--- src/rtl/audio_frame_fifo.sv ---
// Stereo frame FIFO between CPU audio register path and i2s_master (16 x {L,R} frames).
// Latency: frame pushed at edge k into an empty FIFO strobes out_write in the cycle after edge k+1.
// Backpressure: in_full drops writes and sets sticky overflow; out_full holds the drain FSM idle.
// Optional low-level interrupt output low_irq is built when AUDIO_FRAME_FIFO_IRQ_EN is defined.
module audio_frame_fifo #(
    parameter int DEPTH_LOG2   = 4,
    parameter int SAMPLE_WIDTH = 24
`ifdef AUDIO_FRAME_FIFO_IRQ_EN
    ,
    parameter int LOW_WATERMARK = 4
`endif
) (
    input  logic                    clk,
    input  logic                    reset,
    input  logic                    flush,
    input  logic [SAMPLE_WIDTH-1:0] in_l,
    input  logic [SAMPLE_WIDTH-1:0] in_r,
    input  logic                    in_valid,
    output logic                    in_full,
    output logic [SAMPLE_WIDTH-1:0] out_l,
    output logic [SAMPLE_WIDTH-1:0] out_r,
    output logic                    out_write,
    input  logic                    out_full,
    output logic [DEPTH_LOG2:0]     level,
    output logic                    overflow
`ifdef AUDIO_FRAME_FIFO_IRQ_EN
    ,
    output logic                    low_irq
`endif
);

    localparam int DEPTH   = 1 << DEPTH_LOG2;
    localparam int FRAME_W = 2 * SAMPLE_WIDTH;
    localparam int LVL_W   = DEPTH_LOG2 + 1;

    localparam logic [DEPTH_LOG2-1:0] PTR_ONE  = DEPTH_LOG2'(1);
    localparam logic [LVL_W-1:0]      LVL_ONE  = LVL_W'(1);
    localparam logic [LVL_W-1:0]      LVL_FULL = LVL_W'(DEPTH);

    typedef enum logic [1:0] {
        S_IDLE  = 2'd0,
        S_ISSUE = 2'd1,
        S_GAP   = 2'd2
    } state_t;

    logic [FRAME_W-1:0]      mem_q [DEPTH];
    logic [DEPTH_LOG2-1:0]   wr_ptr_q, wr_ptr_d;
    logic [DEPTH_LOG2-1:0]   rd_ptr_q, rd_ptr_d;
    logic [LVL_W-1:0]        level_q, level_d;
    logic                    in_full_q, in_full_d;
    logic                    overflow_q, overflow_d;
    state_t                  state_q, state_d;
    logic [SAMPLE_WIDTH-1:0] out_l_q, out_l_d;
    logic [SAMPLE_WIDTH-1:0] out_r_q, out_r_d;
    logic                    out_write_q, out_write_d;
    logic                    push;
    logic                    pop;
    logic [FRAME_W-1:0]      rd_frame;

    // in_full is registered, so a write in the cycle the FIFO reads full is dropped
    // even if a frame drains on the same edge.
    assign push     = in_valid && !in_full_q && !flush;
    assign rd_frame = mem_q[rd_ptr_q];

    // Frame storage; contents need no reset since level gates every read.
    always_ff @(posedge clk) begin
        if (push) begin
            mem_q[wr_ptr_q] <= {in_l, in_r};
        end
    end

    // Drain FSM state register.
    always_ff @(posedge clk or posedge reset) begin
        if (reset) begin
            state_q <= S_IDLE;
        end else begin
            state_q <= state_d;
        end
    end

    // Drain FSM next state: issue, then a mandatory gap so i2s_master full can update.
    always_comb begin
        state_d = state_q;
        if (flush) begin
            state_d = S_IDLE;
        end else begin
            case (state_q)
                S_IDLE:  if ((level_q != '0) && !out_full) state_d = S_ISSUE;
                S_ISSUE: state_d = S_GAP;
                S_GAP:   state_d = S_IDLE;
                default: state_d = S_IDLE;
            endcase
        end
    end

    // Drain FSM outputs: pop on the IDLE->ISSUE transition and load the output frame.
    always_comb begin
        pop         = (state_q == S_IDLE) && (state_d == S_ISSUE);
        out_write_d = pop;
        out_l_d     = out_l_q;
        out_r_d     = out_r_q;
        if (pop) begin
            {out_l_d, out_r_d} = rd_frame;
        end
    end

    // Pointer, level and flag next state; flush wins over push and pop.
    always_comb begin
        wr_ptr_d   = wr_ptr_q;
        rd_ptr_d   = rd_ptr_q;
        level_d    = level_q;
        overflow_d = overflow_q;
        if (flush) begin
            wr_ptr_d   = '0;
            rd_ptr_d   = '0;
            level_d    = '0;
            overflow_d = 1'b0;
        end else begin
            if (push) wr_ptr_d = wr_ptr_q + PTR_ONE;
            if (pop)  rd_ptr_d = rd_ptr_q + PTR_ONE;
            if (in_valid && in_full_q) overflow_d = 1'b1;
            case ({push, pop})
                2'b10:   level_d = level_q + LVL_ONE;
                2'b01:   level_d = level_q - LVL_ONE;
                default: level_d = level_q;
            endcase
        end
        in_full_d = (level_d == LVL_FULL);
    end

    // Registered pointers, level, flags and output frame.
    always_ff @(posedge clk or posedge reset) begin
        if (reset) begin
            wr_ptr_q    <= '0;
            rd_ptr_q    <= '0;
            level_q     <= '0;
            in_full_q   <= 1'b0;
            overflow_q  <= 1'b0;
            out_l_q     <= '0;
            out_r_q     <= '0;
            out_write_q <= 1'b0;
        end else begin
            wr_ptr_q    <= wr_ptr_d;
            rd_ptr_q    <= rd_ptr_d;
            level_q     <= level_d;
            in_full_q   <= in_full_d;
            overflow_q  <= overflow_d;
            out_l_q     <= out_l_d;
            out_r_q     <= out_r_d;
            out_write_q <= out_write_d;
        end
    end

    // A flush landing in the ISSUE cycle must suppress the strobe already registered
    // for that cycle, so the strobe is the only output gated after the flop.
    assign out_write = out_write_q & ~flush;
    assign out_l     = out_l_q;
    assign out_r     = out_r_q;
    assign in_full   = in_full_q;
    assign level     = level_q;
    assign overflow  = overflow_q;

`ifdef AUDIO_FRAME_FIFO_IRQ_EN
    logic low_irq_q;

    // Low-level indication samples the registered level, so it trails level by one cycle.
    always_ff @(posedge clk or posedge reset) begin
        if (reset) begin
            low_irq_q <= 1'b0;
        end else begin
            low_irq_q <= (level_q <= LVL_W'(LOW_WATERMARK));
        end
    end

    assign low_irq = low_irq_q;
`endif

endmodule

--- config.mk ---
export PLATFORM = sky130hd
export DESIGN_NAME = audio_frame_fifo
export DESIGN_NICKNAME = d
export VERILOG_FILES = /design/src/rtl/audio_frame_fifo.sv
export SDC_FILE = /design/constraint.sdc
export NUM_CORES = 1
export LEC_CHECK = 0
export CAP_MARGIN = 10
export CORE_ASPECT_RATIO = 1.4
export CORE_MARGIN = 2
export CORE_UTILIZATION = 60
export CTS_CLUSTER_DIAMETER = 40
export DETAILED_ROUTE_END_ITERATION = 7
export PLACE_DENSITY = 0.88
export SYNTH_ARGS = -nofsm -noshare
export SYNTH_HDL_FRONTEND = slang
export SYNTH_SLANG_ARGS = --single-unit
--- constraint.sdc ---
create_clock -name clk -period 14.6 [get_ports clk]
set_input_delay 4.38 -clock clk [delete_from_list [all_inputs] [get_ports clk]]
set_output_delay 4.38 -clock clk [all_outputs]
set_load 0.005 [all_outputs]
* After elaboration in Yosys (flattened, before gate mapping)
Memory sizes are Yosys's and may differ from the RTL's. A register that Yosys moved wholly into a read port is not among the register bits.
Cells that the tools add are included.
** Word-level totals
- Bits in registers :: 18
- Logic and storage cells :: 45
- Memories kept :: 1
- Output and inout port bits :: 56
- RAM bits :: 768
** Cells by class
- Multiplexer cells :: 13
- Add/subtract/negate cells :: 4
- Bitwise operators :: 2
- Equality and inequality tests :: 5
- Reduce and logical (&&, ||, !) cells :: 13
** Memories
- mem_q :: depth 16, bits a word 48, read ports 1, clocked after Yosys merged registers in 1, wr ports 1, line 46 : logic [FRAME_W-1:0] mem_q [DEPTH];
** Operator list (count)
- two-way mux 4 bit :: 4
- case mux 5 bit (2 select lines) :: 1
- adder 4 x 1 -> 4 bit (second input constant) :: 2
- equality test 2 x 1 -> 1 bit (second input constant) :: 3
- nonzero test 2 bit :: 3
- adder 5 x 1 -> 5 bit (second input constant) :: 1
- equality test 5 bit (second input constant) :: 1
- logical AND 1 bit :: 5
- two-way mux 5 bit :: 1
- nonzero test 5 bit :: 1
- subtractor 5 x 1 -> 5 bit (second input constant) :: 1
- two-way mux 1 bit :: 4
- two-way mux 2 bit :: 2
- case mux 2 bit (2 select lines) :: 1
- logical NOT 1 bit :: 3
- equality test 2 bit (second input constant) :: 1
- logical NOT 2 bit :: 1
- AND 1 bit :: 1
- inverter 1 bit :: 1

* Longest topological paths before layout
Gate-level depths: netlist (run 1).
- Depth in word-level cells :: 11
- Depth in mapped cells :: 12

* Worst setup path after synthesis (run 1)
Ideal clock, no wire load.
- Path type :: in2out
- From :: input port flush
- To :: output port out_write
- Stages on the path :: 2
- Path slack :: 5.533 ns
- Buffers on the path :: 1
- Data arrival time :: 4.687 ns
- Data required time :: 10.220 ns
- Path through :: clkbuf_1 -> nor2b_1
** Between the ends
- Cells in the longest elaborated chain, start to end :: 2
** RTL lines
- start: declaration :: line 15 : input logic flush,
- inverter 1 bit :: line 156 : assign out_write = out_write_q & ~flush;
- AND 1 bit :: line 156
- end: declaration :: line 22 : output logic out_write,
Every way passes these cells.

* Worst setup path in the final report (run 1)
Same ends and word-level chain as after synthesis.

==> results of run 1 <==
-- layer usage --
metal / vias up / global-route usage [%] / routed length (um) / part of all wire [%]
met5: - / 0 / 11 / 0.015
met2: 1176 / 47.6 / 38800 / 52
met3: 248 / 4.64 / 7270 / 9.7
met4: 2 / 18.0 / 4140 / 5.5
met1: 8440 / 32.4 / 24500 / 33
li1: 6754 / - / - / -
-- cells by family (layout without fill, tap and decap cells) --
kind of cell,count (synthesis),after routing,share of synthesized area (%)
multiplexers,291,291,13.0
flip-flops,834,834,78.4
other,0,4,0
AO/OA/AOI/OAI,203,203,4.20
XOR/XNOR,9,9,0.250
AND/OR/NAND/NOR,161,161,2.20
adder cells (fa/ha/maj),10,10,0.421
buffers and inverters,95,281,1.50
-- registers in the layout (all words and copies together), names as in the netlist --
name,cells
in_full,1
out_l,24
mem_q,768
level,5
wr_ptr_q,4
out_r,24
state_q,2
overflow,1
out_write_q,1
rd_ptr_q,4
-- through the flow --
stage                     power [mW]  setup slack [ns]  util (%)  instances  hold slack, ns
final                           5.30              4.24      68.8       2449           0.447
after global routing            5.43              4.14      68.8       2449           0.478
after CTS                       5.31              4.27      68.8       2445           0.448
after detailed placement        3.34              4.30      64.0       2305           0.432
after global placement          3.32              4.33      64.0       2305           0.418
after floorplan                 3.06              5.53         -       1603           0.402
-- cell usage in the layout (no fill, tap or decap), types with 3 or more instances in the layout --
master and count:
xor2_1 7, mux4_2 96, clkinv_1 9, mux2i_1 195, clkinvlp_4 4, ha_1 9
bufinv_16 5, clkinv_2 11, and2_2 12, edfxtp_1 768, clkbuf_1 15, a22oi_1 48
o22ai_1 96, a21oi_1 7, clkinv_4 3, clkbuf_8 6, nor2_4 3, nand2b_1 6
inv_6 6, nand2_1 4, clkdlybuf4s50_1 108, clkbuf_16 78, diode_2 4, inv_1 5
nor2_1 119, buf_4 26, dfrtp_1 64, a31oi_1 49
-- power groups by stage --
stage               registers [mW]  logic [mW]  clock network (mW)
finish                        2.77       0.545                1.98
global route                  2.78       0.580                2.08
CTS                           2.77       0.545                1.99
detailed placement            2.82       0.526                   0
global placement              2.82       0.502                   0
floorplan                     2.79       0.274                   0
-- synth_stat cells (all sizes together) (2+ instances only) --
master / instances
a21oi: 8
a22oi: 48
a31oi: 49
and2: 12
buf: 58
clkbuf: 31
dfrtp: 66
edfxtp: 768
ha: 9
inv: 6
mux2i: 195
mux4: 96
nand2: 5
nand2b: 6
nand3b: 2
nand4: 2
nor2: 122
nor2b: 4
nor3: 2
o22ai: 96
xnor2: 2
xor2: 7
-- worst max path at each step --
stage,depth (start not counted),endpoint,from,slack [ns]
3_5_place_dp,3,out_write,flush,4.30
4_1_cts,3,out_write,flush,4.27
6_report,3,out_write,flush,4.24
5_1_grt,3,out_write,flush,4.14
3_3_place_gp,3,out_write,flush,4.33
2_1_floorplan,2,out_write,flush,5.53
-- cell type report --
type | instances | area, um^2 | share of cell area, %
Tap cell | 656 | 821 | 2.29
Antenna cell | 4 | 10.0 | 0.0280
Timing Repair Buffer | 135 | 1300 | 3.62
Inverter | 6 | 23.8 | 0.0664
Sequential cell | 834 | 24700 | 69.1
Clock inverter | 41 | 398 | 1.11
Multi-Input combinational cell | 674 | 6420 | 18.0
Clock buffer | 99 | 2090 | 5.84
==> summary.md, run 1 <==
| Metric | Value |
|---|---|
| Status | completed |
| CP most frequent cell | clkdlybuf4s50_1 |
| CP top delay family | buffers and inverters |
| Iter 0 DRT Violations | roughly 2,200 |
| Cell Int Power | 4.08 mW |
| Final count of negative-setup-slack endpoints | 0 |
| Synth top area cells | edfxtp_1, mux4_2, mux2i_1, dfrtp_1, o22ai_1 |
| Fin nets | between 1,500 and 2,000 |
| Pwr dens | 148 nW/um^2 |
| Slew Viols, Final | 0 |
| Rows | 99 |
| DIE WIDTH | between 150 and 200 um |
| Top Ports | 109 |
| Clock Latency Late Sink | 0.61 ns |
| Hold Buf Count CTS | 0 |
| Yosys warns | 0 |
| FF+latch count, synth | 834 |
| Sequential area share after synthesis | 78.4% |
| IO Port Bufs | 108 |
| Tmin final | 10.36 ns |
| Fill count | 2,895 |
| Reg2reg setup slack | ~10 ns |
| Slew headroom | 11.1% |
| Mean routed wirelength per cell | 30.5 um |
| Clock buffer depth | 3 |
| Synth top area share | ~73% |
| Synth cell types | 35 |
| Clock transition at path regs | 0.06 ns |
| Comb pwr share | 10.3% |
| Setup crit end kind | output pin |
| Initial Utilization | 60.6% |
| Mean Syn Cell Area | 19.7 um^2 |
| Worst-margin pin slew | around 1.3 ns |
| CP required | roughly 10 ns |
| FMAX | between 0.09 and 0.1 GHz |
| # H-tree levels | 3 |
| Worst r2r path cells | 5 |
| Die Y-Extent | between 200 and 300 um |
| Crit path DAT | 5.98 ns |
| Sum of negative setup slack | 0 ns |
| Slowest stage cell on the critical path | clkdlybuf4s50_1 |
| Post-synth top area cell | edfxtp_1 |
| Initial antenna violation count | 5 |
| Worst Hold Class | flop to flop |
| Design area | 35,800 um^2 |
| Largest net degree at the start of global routing | 167 |
| Clock root buffer master | clkbuf_16 |
| Clock Skew | between 0.015 and 0.02 ns |
| Core box area | 52,000 um^2 |
| EDFF count, synth | 768 |
| Leakage | 11.0 nW |
| Hold EP | state_q[1] |
| Post-DR vias/cell | between 6 and 7 |
| Vias in the first global route | between 15,000 and 20,000 |
| Crit Path Class | input pin to output pin |
| Post-CTS Setup Bufs | 0 |
| Synth Instances | 1,603 |
| Syn nets | between 1,500 and 2,000 |
| DRT Wirelength | ~75 mm |
| Switch Pwr | 1.22 mW |
| Drt pass-1 iters | 6 |
| Final period util | 71.0% |
| Die Footprint | 54,400 um^2 |
| Antenna violation net count after detailed routing | 0 |
| # clock sinks | 834 |
| Sw Ratio | 23.0% |
| Area Overhead vs Synth | 13.5% |
| Synth Cell Area | 31,500 um^2 |
| Dpl hpwl | 33.9 mm |
| Critical R2R Capture | out_r[0] |
| CP cell instances | clkdlybuf4s50_1 -> nor2b_1 -> clkdlybuf4s50_1 |
| Startpoint types | input pin |
| Worst hold start | state_q[1] |
| Top_reg_cell synth | edfxtp_1 |
| RSZ-0062 raised after global routing | no |
| Post-synth ARST share | ~7.9% |
| Maxcap violations | 0 |
| Total GRT Usage | 27.7% |
| Maximum VDD drop | 96.9 uV |
| Flop pwr share | 52.3% |
| Critical path peak fanout | 21 |
| Max stage delay on crit path | 0.79 ns |
| CTS Buf Count | 76 |
| Final hold viol count | 0 |
| Clock power frac | 37.4% |
| CTS tree | yes |
| GRT overflow | 0 |
| Post-route DRC | 0 |
| First-pass GRT wire length | around 110 mm |
| Hold Path Stages | 1 |
| WP buf/inv | 2 |
| Post-placement cell area | 33,300 um^2 |
| GPL Wtd Cong | around 0.77 |
| Reg2reg start | rd_ptr_q[1] |
| Vias | roughly 17,000 |
| CTS-repair resized insts | 0 |
| Layout cells sized above 1 | 14.8% |
Power figures use the tool's default switching activity.
==> inputs of run 2 (changes only) <==
--- a/config.mk
+++ b/config.mk
@@ -8,10 +8,10 @@
 export CAP_MARGIN = 10
 export CORE_ASPECT_RATIO = 1.4
 export CORE_MARGIN = 2
-export CORE_UTILIZATION = 60
+export CORE_UTILIZATION = 55
 export CTS_CLUSTER_DIAMETER = 40
 export DETAILED_ROUTE_END_ITERATION = 7
-export PLACE_DENSITY = 0.88
+export PLACE_DENSITY = 0.86
 export SYNTH_ARGS = -nofsm -noshare
 export SYNTH_HDL_FRONTEND = slang
 export SYNTH_SLANG_ARGS = --single-unit
==> constraint.sdc (replaced) <==
create_clock -name clk -period 9.21 [get_ports clk]
set_input_delay 2.763 -clock clk [delete_from_list [all_inputs] [get_ports clk]]
set_output_delay 2.763 -clock clk [all_outputs]
set_load 0.005 [all_outputs]
==> run 2 against run 1 <==
Compared with the run above:
- count of clock-buffer cells in the layout decreased by 2
- largest cell class unchanged
- sequential share of layout area about the same
- highest routed layer is now met4
- largest power group unchanged
- global-route usage decreased by 3.5 points
- via count decreased by 2.9%
- worst setup slack got worse by 2.1 ns
- sequential cell count unchanged
==> summary.md, run 2 (synthesis results as in run 1) <==
| Metric | Value |
|---|---|
| Status | completed |
| Commonest cells after routing, fill and taps aside | edfxtp_1, mux2i_1, nor2_1 |
| # H-tree levels | 3 |
| Layout cells sized above 1 | 14.0% |
| CTS-repair resized insts | 0 |
| Leakage | roughly 11 nW |
| Vias | 16,100 |
| Final Power | 8.36 mW |
| GPL Wtd Cong | 0.747 |
| Mean routed wirelength per cell | 28.1 um |
| Sum of negative setup slack | 0 ns |
| Clock Latency Late Sink | between 0.6 and 0.7 ns |
| Hold Path Stages | 1 |
| Dpl hpwl | 33.7 mm |
| Crit path to | out_write |
| Final hold viol count | 0 |
| Post-CTS Setup Bufs | 0 |
| Iter 0 DRT Violations | 1,969 |
| Die Footprint | 59,300 um^2 |
| Slew Viols, Final | 0 |
| Total GRT Usage | 24.1% |
| Slew headroom | 26.7% |
| Critical path peak fanout | 21 |
| Die Y-Extent | 287 um |
| Drt pass-1 iters | 5 |
| CP required | 6.45 ns |
| Startpoint types | input pin |
| Maxcap violations | 0 |
| DIE WIDTH | between 200 and 250 um |
| Hold Buf Count CTS | 0 |
| Commonest non-fill, non-tap cell in the layout | edfxtp_1 |
| IO Port Bufs | 108 |
| Initial antenna violation count | 2 |
| Worst-margin pin slew | 1.10 ns |
| RSZ-0062 raised after global routing | no |
| Antenna violation net count after detailed routing | 0 |
| Final period util | 76.6% |
| Core box area | around 57,000 um^2 |
| Setup crit end kind | output pin |
| Pwr dens | about 230 nW/um^2 |
| Initial Utilization | 55.7% |
| Area Overhead vs Synth | 13.4% |
| Rows | slightly above 100 |
| Largest net degree at the start of global routing | 138 |
| Final count of negative-setup-slack endpoints | 0 |
| Max reg flops | 768 |
| Crit path DAT | 4.29 ns |
| CTS tree | yes |
| Worst Hold Class | flop to flop |
| Reg2reg start | state_q[1] |
| Clock Skew | 0.0179 ns |
| Clock buffer depth | 3 |
| Post-route DRC | 0 |
| First-pass GRT wire length | roughly 100 mm |
| Top reg by flops | mem_q |
| Top Ports | approximately 110 |
| FMAX | approximately 0.14 GHz |
| Crit Path Class | input pin to output pin |
| Tmin final | 7.05 ns |
| GRT overflow | 0 |
| Critical Path Start | flush |
| Clock root buffer master | clkbuf_16 |
| Clock transition at path regs | 0.07 ns |
| CTS Buf Count | 71 |
| Fin nets | 1,774 |
| Worst r2r path cells | 10 |
| Critical R2R Capture | in_full |
| Maximum VDD drop | ~160 uV |
| Post-DR vias/cell | 6.44 |
| # clock sinks | approximately 830 |
| Reg2reg setup slack | roughly 5.3 ns |
| DRT Wirelength | 70.4 mm |
| Vias in the first global route | roughly 17,000 |
| Fill count | 3,398 |
## run 2: worst min path at each step
stage / start / to
after global routing: state_q[1] / state_q[1]
after detailed placement: state_q[1] / state_q[1]
final: state_q[1] / state_q[1]
after CTS: state_q[1] / state_q[1]
after floorplan: state_q[1] / state_q[1]
after global placement: state_q[1] / state_q[1]
## run 2: per-layer routing
layer  vias to the layer above  track usage (%)  wire length [um]
li1                       6715                -                 -
met1                      8283             29.6             24800
met2                       972             41.8             37200
met3                       168             4.08              5840
met4                         0             11.5              2530
met5                         -                0                 0
## run 2: power breakdown
part | switching [mW] | internal [mW] | leakage (nW)
Clock | 1.33 | 1.79 | 1.20
Sequential | 0.121 | 4.27 | 7.70
Combinational | 0.419 | 0.428 | 2.05
## run 2: cell type report
cell class | count | area, um^2 | area share (%)
clock buffers | 97 | 2040 | 5.70
clock inverters | 34 | 402 | 1.12
inverters | 6 | 25.0 | 0.0700
multi-input cells | 674 | 6440 | 18.0
well taps | 735 | 920 | 2.57
repair buffers | 124 | 1210 | 3.39
diodes | 3 | 7.51 | 0.0210
flip-flops and latches | 834 | 24700 | 69.1
## run 2: through the flow
step / worst slack [ns] / hold slack [ns] / area, um^2 / cells / util (%)
after CTS: 2.17 / 0.445 / 35800 / 2504 / 63.2
after global placement: 2.22 / 0.412 / 33300 / 2373 / 58.9
after global routing: 2.07 / 0.464 / 35800 / 2506 / 63.2
after detailed placement: 2.14 / 0.436 / 33300 / 2373 / 58.9
final: 2.16 / 0.445 / 35800 / 2507 / 63.2
after floorplan: 2.15 / 0.402 / 31500 / 1603 / -
## run 2: worst max-delay path, stage by stage
cell and delay, ns:
clkdlybuf4s50_1 0.76, nor2b_1 0.24, clkdlybuf4s50_1 0.52
